--- src/rtl/dsm_dac_pkg.sv ---
// rtl/dsm_dac_pkg.sv - shared sample type, reset constant and sine LUT builder for dsm_sine_dac
package dsm_dac_pkg;

  localparam int DATA_W = 16;

  typedef logic [DATA_W-1:0] sample_t;

  // Mid-scale: the sine's zero crossing, also LUT[0].
  localparam sample_t SIN_RST = 16'h8000;

  localparam real PI = 3.14159265358979323846;

  // Entry k of an n-point table: round(32768 + 32767*sin(2*pi*k/n)).
  // Sine by Taylor series after folding the angle into [-pi, pi], so the
  // table is fixed at elaboration with plain real arithmetic only.
  function automatic sample_t lut_val(input int k, input int n);
    real x;
    real term;
    real s;
    x = 2.0 * PI * real'(k) / real'(n);
    if (x > PI) begin
      x = x - 2.0 * PI;
    end
    term = x;
    s    = x;
    for (int i = 1; i < 14; i++) begin
      term = -term * x * x / real'((2 * i) * (2 * i + 1));
      s    = s + term;
    end
    return sample_t'($rtoi(32768.0 + 32767.0 * s + 0.5));
  endfunction

endpackage

--- src/rtl/dsm_dac_mod.sv ---
// rtl/dsm_dac_mod.sv - first-order delta-sigma modulator; DSM_DAC_DIFF_OUT_EN adds dsm_out_n
module dsm_dac_mod #(
  parameter int W = 16
) (
  input  logic         clk,
  input  logic         rst_n,
  input  logic [W-1:0] din,
  output logic         dsm_out
`ifdef DSM_DAC_DIFF_OUT_EN
  ,
  output logic         dsm_out_n
`endif
);

  logic [W-1:0] r_acc;
  logic         r_dsm;
  logic [W:0]   w_sum;

  // The carry out of the accumulator is the output bit; wrap is intentional.
  assign w_sum = {1'b0, r_acc} + {1'b0, din};

  // Accumulate and register the carry every clock.
  always_ff @(posedge clk or negedge rst_n) begin
    if (!rst_n) begin
      r_acc <= '0;
      r_dsm <= 1'b0;
    end else begin
      r_acc <= w_sum[W-1:0];
      r_dsm <= w_sum[W];
    end
  end

  assign dsm_out = r_dsm;

`ifdef DSM_DAC_DIFF_OUT_EN
  logic r_dsm_n;

  // Separate flop so the complement switches on the same edge as dsm_out.
  always_ff @(posedge clk or negedge rst_n) begin
    if (!rst_n) begin
      r_dsm_n <= 1'b1;
    end else begin
      r_dsm_n <= ~w_sum[W];
    end
  end

  assign dsm_out_n = r_dsm_n;
`endif

endmodule

--- src/rtl/dsm_sine_dac.sv ---
// rtl/dsm_sine_dac.sv - sine test-tone source driving a 1-bit delta-sigma DAC; DSM_DAC_DIFF_OUT_EN adds dsm_out_n
module dsm_sine_dac #(
  parameter int DIV    = 100,
  parameter int N_PTS  = 97,
  parameter int DATA_W = 16
) (
  input  logic              clk,
  input  logic              rst_n,
  output logic              tick,
  output logic [DATA_W-1:0] sin_out,
  output logic              dsm_out
`ifdef DSM_DAC_DIFF_OUT_EN
  ,
  output logic              dsm_out_n
`endif
);

  import dsm_dac_pkg::*;

  localparam int CNT_W = $clog2(DIV);
  localparam int IDX_W = $clog2(N_PTS);

  logic [CNT_W-1:0]  r_cnt;
  logic [IDX_W-1:0]  r_idx;
  logic [DATA_W-1:0] r_sin;
  logic              w_tick;
  logic [IDX_W-1:0]  w_idx_nxt;
  logic [DATA_W-1:0] w_lut [N_PTS];

  // Table contents are elaboration-time constants.
  for (genvar k = 0; k < N_PTS; k++) begin : g_lut
    localparam sample_t C_VAL = lut_val(k, N_PTS);
    assign w_lut[k] = DATA_W'(C_VAL);
  end

  assign w_tick    = (r_cnt == CNT_W'(DIV - 1));
  assign w_idx_nxt = (r_idx == IDX_W'(N_PTS - 1)) ? '0 : r_idx + 1'b1;

  // Free-running sample-rate divider; tick is the terminal-count decode.
  always_ff @(posedge clk or negedge rst_n) begin
    if (!rst_n) begin
      r_cnt <= '0;
    end else if (w_tick) begin
      r_cnt <= '0;
    end else begin
      r_cnt <= r_cnt + 1'b1;
    end
  end

  // Step through the table on each tick and register the new sample.
  always_ff @(posedge clk or negedge rst_n) begin
    if (!rst_n) begin
      r_idx <= '0;
      r_sin <= DATA_W'(SIN_RST);
    end else if (w_tick) begin
      r_idx <= w_idx_nxt;
      r_sin <= w_lut[w_idx_nxt];
    end
  end

  assign tick    = w_tick;
  assign sin_out = r_sin;

  dsm_dac_mod #(
    .W (DATA_W)
  ) u_mod (
    .clk       (clk),
    .rst_n     (rst_n),
    .din       (r_sin),
    .dsm_out   (dsm_out)
`ifdef DSM_DAC_DIFF_OUT_EN
    ,
    .dsm_out_n (dsm_out_n)
`endif
  );

endmodule

--- config.mk ---
export PLATFORM = sky130hd
export DESIGN_NAME = dsm_sine_dac
export DESIGN_NICKNAME = d
export VERILOG_FILES = /design/src/rtl/dsm_dac_pkg.sv /design/src/rtl/dsm_dac_mod.sv /design/src/rtl/dsm_sine_dac.sv
export SDC_FILE = /design/constraint.sdc
export NUM_CORES = 1
export LEC_CHECK = 0
export CAP_MARGIN = 25
export CORE_MARGIN = 1
export CORE_UTILIZATION = 55
export DETAILED_ROUTE_END_ITERATION = 8
export PLACE_DENSITY = 0.85
export RECOVER_POWER = 25
export SETUP_SLACK_MARGIN = 0.5
export SYNTH_ARGS = -nofsm -noshare
export SYNTH_HDL_FRONTEND = slang
export SYNTH_SLANG_ARGS = --single-unit
--- constraint.sdc ---
create_clock -name clk -period 3.6 [get_ports clk]
set_input_delay 1.08 -clock clk [delete_from_list [all_inputs] [get_ports clk]]
set_output_delay 1.08 -clock clk [all_outputs]
set_load 0.005 [all_outputs]
# ---- After elaboration in Yosys (flattened, before gate mapping)
# Memory sizes are Yosys's and may differ from the RTL's. A register that Yosys moved wholly into a read port is not among the register bits.
# Cells that the tools add are included.
dict set report word_totals {
  reg_bits 31
  romBits 2048
  in_bits 2
  out_inout_bits 18
  word_cells 14
  n_memories 1
}
dict set report classes {
  addsub 3
  n_eq_ne 2
  n_mux 2
  bitwise 1
  reduce_logical 1
}
# name words word_bits rd rd_clocked_by_memory_dff write_ports line
set memory_table {}
lappend memory_table {{(name not given)} 128 16 1 1 0 dsm_sine_dac.sv:57} ;# r_sin <= w_lut[w_idx_nxt];
# operator count
set op_table {}
lappend op_table {{16-bit by 16-bit adder with 17-bit output} 1}
lappend op_table {{7-bit by 1-bit adder with 7-bit output (second input constant)} 2}
lappend op_table {{7-bit equality test (second input constant)} 2}
lappend op_table {{7-bit two-way mux} 2}
lappend op_table {{7-bit inverter with 8-bit output} 1}
lappend op_table {{1-bit zero test} 1}

# ---- Logic depth before layout (Yosys ltp)
dict set report logic_depth {
  depth_word 3
  ltp_mapped 16
  mapped_depth_nobuf 14
}

# ---- By module
# Synthesis repeated with hierarchy kept, for this count alone.
dict set report unflattened {
  cells_unflattened 803
  area_unflattened_um2 6083.3
}
# module n_inst cells_each area_per_inst_um2 seq_area_each_um2
set by_module_without_submodules {}
lappend by_module_without_submodules {dsm_sine_dac 1 676 4802.1 752.0}
lappend by_module_without_submodules {dsm_dac_mod 1 127 1281.2 425.4}

# ---- Worst setup path before layout
# No wires, ideal clock.
dict set report synth_path {
  kind {flip-flop to flip-flop}
  start {register r_idx[0]}
  end {register r_sin[3] (netlist: sin_out[3])}
  setup_ps 138
  t_arrival_ps 3021
  required_time_ps 3462
  setup_slack_ps 441
  path_stages_with_launch 14
  path_buffers 4
  period_less_slack_ps 3159
  path_cell_list {dfrtp_1 > buf_2 > inv_1 > clkbuf_1 > ha_1 > clkbuf_1 > clkinv_1 > ha_1 > clkbuf_1 > a21oi_1 > o221ai_1 > a211oi_1 > a221oi_1 > a21oi_1}
}
dict set report synth_between {
  elab_chain_len 3
  elab_cells_between_ends 4
  cone_classes {1 x add/sub; 1 x eq/ne; 1 x mux; 1 x bitwise}
}
# element line
set synth_lines {}
lappend synth_lines {{start: declaration} dsm_sine_dac.sv:24} ;# logic [IDX_W-1:0] r_idx;
lappend synth_lines {{start signal: assignment} dsm_sine_dac.sv:56} ;# r_idx <= w_idx_nxt;
lappend synth_lines {{7-bit by 1-bit adder with 7-bit output or 7-bit equality test (tied branches)} dsm_sine_dac.sv:37} ;# assign w_idx_nxt = (r_idx == IDX_W'(N_PTS - 1)) ? '0 : r_idx + 1'b1;
lappend synth_lines {{7-bit two-way mux *} dsm_sine_dac.sv:37}
lappend synth_lines {{named net w_idx_nxt[1]} dsm_sine_dac.sv:27} ;# logic [IDX_W-1:0] w_idx_nxt;
lappend synth_lines {{7-bit inverter with 8-bit output (not written as such) *} dsm_sine_dac.sv:57}
lappend synth_lines {{end: declaration} dsm_sine_dac.sv:25} ;# logic [DATA_W-1:0] r_sin;
# The timed path passes the listed nets; every way through them passes the cells marked *.
# A chain may end at the register's enable or synchronous reset.

# ---- Worst setup path after layout
dict set report layout_path {
  start {register r_cnt[0]}
  end {output port tick}
}
dict set report layout_between {
  elab_chain_len 1
}
# element line
set layout_lines {}
lappend layout_lines {{start: declaration} dsm_sine_dac.sv:23} ;# logic [CNT_W-1:0] r_cnt;
lappend layout_lines {{start signal: assignment} dsm_sine_dac.sv:46} ;# r_cnt <= r_cnt + 1'b1;
lappend layout_lines {{7-bit equality test} dsm_sine_dac.sv:36} ;# assign w_tick = (r_cnt == CNT_W'(DIV - 1));
lappend layout_lines {{end: declaration} dsm_sine_dac.sv:9} ;# output logic tick,
# No other way between the ends.

==> results.json <==
{
  "ys_ff_latch": 47,
  "max_freq_mhz": 322.9,
  "asyncSetResetFlopFracSynth_pct": 100.0,
  "antenna-diode-count": 0,
  "die_w_um": 98.02,
  "num_vias": 5773,
  "holdWs_ps": 461.3,
  "antenna_left": 0,
  "core_sq_um": 8806,
  "endpoint": "tick",
  "wl_per_cell_um": 23.51,
  "crit-reg2reg-launch": "r_idx[1]$_DFFE_PN0P_",
  "syn_nets": 704,
  "synth-main-ff-cell": "dfrtp_1",
  "path_class": "reg -> out",
  "h-tree-depth": 2,
  "multi_input_area_sq_um": 3576,
  "dp_hpwl_um": 12350,
  "synth_area_leaders": "dfrtp_1 (23%), ha_1 (6.2%), nand2_1 (6.1%), o21ai_0 (5.5%), a21oi_1 (5.3%)",
  "grt-ovfl-total": 0,
  "port_buffers": 19,
  "routabilityCongestion": 1.002,
  "grt_antenna_before_repair": 0,
  "fillCellCount": 776,
  "syn_area_per_cell_sq_um": 7.502,
  "cts-buffers-inserted": 5,
  "critical_path_required_ps": 2520,
  "worst_pin_slew_ps": 1563,
  "synth-seq-area-share_pct": 23.22,
  "dr.pass1.iters": 8,
  "worstSetupEndpointType": "output pin",
  "cts_tree": "done",
  "outcome": "finished with violations",
  "synth_top_cell_by_area": "dfrtp_1",
  "r2r_cells": 11,
  "power_leakage_nw": 2.289,
  "start_util_pct": 57.59,
  "power_density_nw_per_um2": 157.8,
  "critPathArrivalTime_ps": 2020,
  "netlist-cell-type-count": 83,
  "finalHoldViolations": 0,
  "start_kind": "flop",
  "clkTransAtPathRegs_ps": 110,
  "die-area_sq_um": 9608,
  "relSlewSlack_pct": -4.190,
  "synth_edf_count": 0,
  "grt_max_degree": 48,
  "register_area_sq_um": 1180,
  "crit_fanout": 3,
  "clockBufferDepth": 2,
  "setup_viol": 0,
  "yosysWarnings": 0,
  "fin_util_pct": 62.94,
  "maxCapViolCount": 1,
  "period_needed_ps": 3097,
  "rsz0062_at_grt": "false",
  "synth_area_sq_um": 5071,
  "rr_endpoint": "sin_out[1]$_DFFE_PN0P_",
  "rows": 34,
  "cts_sinks": 47,
  "min_path_type": "reg -> reg",
  "die_h_um": 98.02,
  "wl_um": 18380,
  "violations": "DRC, capacitance limit, slew limit",
  "io_pins": 20,
  "synth.top_cell.area_share_pct": 22.70,
  "grt_pass1_vias": 5223,
  "grt_first_pass_wirelength_um": 28880,
  "drv_slew": 26,
  "vias_per_cell": 7.382,
  "min_period_over_period_pct": 86.03,
  "clk_latency_ps": 320,
  "fin_skew_ps": 19.15,
  "drt_iter0_drc": 848,
  "drc": 2,
  "syn_to_final_growth_pct": 9.302,
  "drive_gt1_share_pct": 10.98,
  "regToRegSetupSlack_ps": 600,
  "layout.nets": 701,
  "ir_worst_vdd_uv": 136.1,
  "critPathLaunch": "r_cnt[0]$_DFF_PN0_",
  "gr-usage-all-layers_pct": 37.93,
  "syn_inst": 676,
  "fin_tns_setup_ps": 0,
  "cts_root_buffer": "clkbuf_8"
}
cell families (layout without fill, tap and decap cells):
kind of cell	after synthesis	count (layout)	synth area share, %
compound gates	263	263	35.16
flops	47	47	23.22
mux	3	3	0.6168
buf+inv	80	77	7.303
fa+ha+maj	27	27	6.760
xor+xnor	28	29	5.428
simple gates	228	228	21.52
layout by cell type, fill, tap and decap left out, drive strengths merged, types with 6 or more instances in the layout:
cell	instances
a211oi	12
a21o	10
a21oi	55
a221oi	10
a31oi	17
and3	8
buf	38
clkbuf	8
clkdlybuf4s50	18
dfrtp	46
ha	25
inv	9
nand2	83
nand3	23
nand4	8
nor2	50
nor2b	8
nor3	18
o211ai	15
o21a	6
o21ai	64
o221ai	8
o22ai	7
xnor2	25
metal layers:
layer	vias to the layer above	global-route usage [%]	routed length (um)
met4	0	16.32	887
met2	456	57.48	8001
met5	-	0	0
met1	2679	52.94	7215
li1	2539	-	-
met3	99	6.729	2277
flip-flops by register name, summed over array words and instances, names as in the netlist:
signal / count
sin_out: 16
u_mod.dsm_out: 1
r_cnt: 7
r_idx: 7
u_mod.r_acc: 16
worst min-delay path by stage:
| stage | startpoint | end | slack (ps) | depth (start not counted) |
|---|---|---|---|---|
| 6_report | r_cnt[0]$_DFF_PN0_ | r_cnt[0]$_DFF_PN0_ | 460 | 1 |
| 5_1_grt | r_cnt[0]$_DFF_PN0_ | r_cnt[0]$_DFF_PN0_ | 470 | 1 |
| 3_3_place_gp | r_cnt[0]$_DFF_PN0_ | r_cnt[0]$_DFF_PN0_ | 450 | 1 |
| 4_1_cts | u_mod.r_acc[0]$_DFF_PN0_ | u_mod.r_acc[0]$_DFF_PN0_ | 480 | 1 |
| 2_1_floorplan | r_cnt[0]$_DFF_PN0_ | r_cnt[0]$_DFF_PN0_ | 430 | 1 |
| 3_5_place_dp | r_cnt[0]$_DFF_PN0_ | r_cnt[0]$_DFF_PN0_ | 460 | 1 |
power breakdown:
group / switching (mW) / total, mW / internal (mW)
sequential: 0 / 0.528 / 0.528
combinational: 0.0119 / 0.0135 / 0.00166
clock: 0.196 / 0.333 / 0.138
Yosys cell counts (all sizes together) (4+ instances only):
| cell | instances |
|---|---|
| a211o | 4 |
| a211oi | 12 |
| a21boi | 4 |
| a21o | 10 |
| a21oi | 55 |
| a221oi | 10 |
| a311o | 5 |
| a311oi | 5 |
| a31oi | 17 |
| and2 | 4 |
| and3 | 8 |
| buf | 46 |
| clkbuf | 23 |
| dfrtp | 46 |
| ha | 25 |
| inv | 9 |
| nand2 | 83 |
| nand2b | 4 |
| nand3 | 23 |
| nand4 | 8 |
| nor2 | 50 |
| nor2b | 8 |
| nor3 | 18 |
| nor4 | 4 |
| o211ai | 15 |
| o21a | 6 |
| o21ai | 64 |
| o221ai | 8 |
| o22ai | 7 |
| o311ai | 4 |
| o32ai | 4 |
| or4 | 4 |
| xnor2 | 24 |
| xor2 | 4 |
through the flow:
step           instances  area, sq um  power (mW)  setup WS (ps)
2_1_floorplan        676         5072      0.5381          564.1
3_3_place_gp         771         5410      0.5518          607.0
5_1_grt              782         5543      0.9004          445.1
6_report             782         5543      0.8745          503.1
3_5_place_dp         771         5410      0.5523          515.0
4_1_cts              779         5509      0.8798          474.9
repair_timing:
action | CTS | global route
hold buffers | 0 | 0
gates resized for setup | 2 | 8
endpoints found under the setup margin | 2 | 14
gates cloned | 0 | 1
buffers inserted | 0 | 2
pin swaps | 0 | 2
area by class of cell:
class | count | area share, %
Timing Repair Buffer | 58 | 9.436
Inverter | 11 | 0.7675
Clock buffer | 6 | 1.309
Tap cell | 108 | 2.438
Sequential cell | 47 | 21.29
Multi-Input combinational cell | 550 | 64.51
Clock inverter | 2 | 0.2483
critical path, stage by stage, from the launching register on:
cell,delay (ps)
dfrtp_1,380
ha_1,210
nand3_1,110
or4_4,430
clkinv_1,80
clkdlybuf4s50_1,490
No activity file was read; power rests on OpenSTA's default activity.
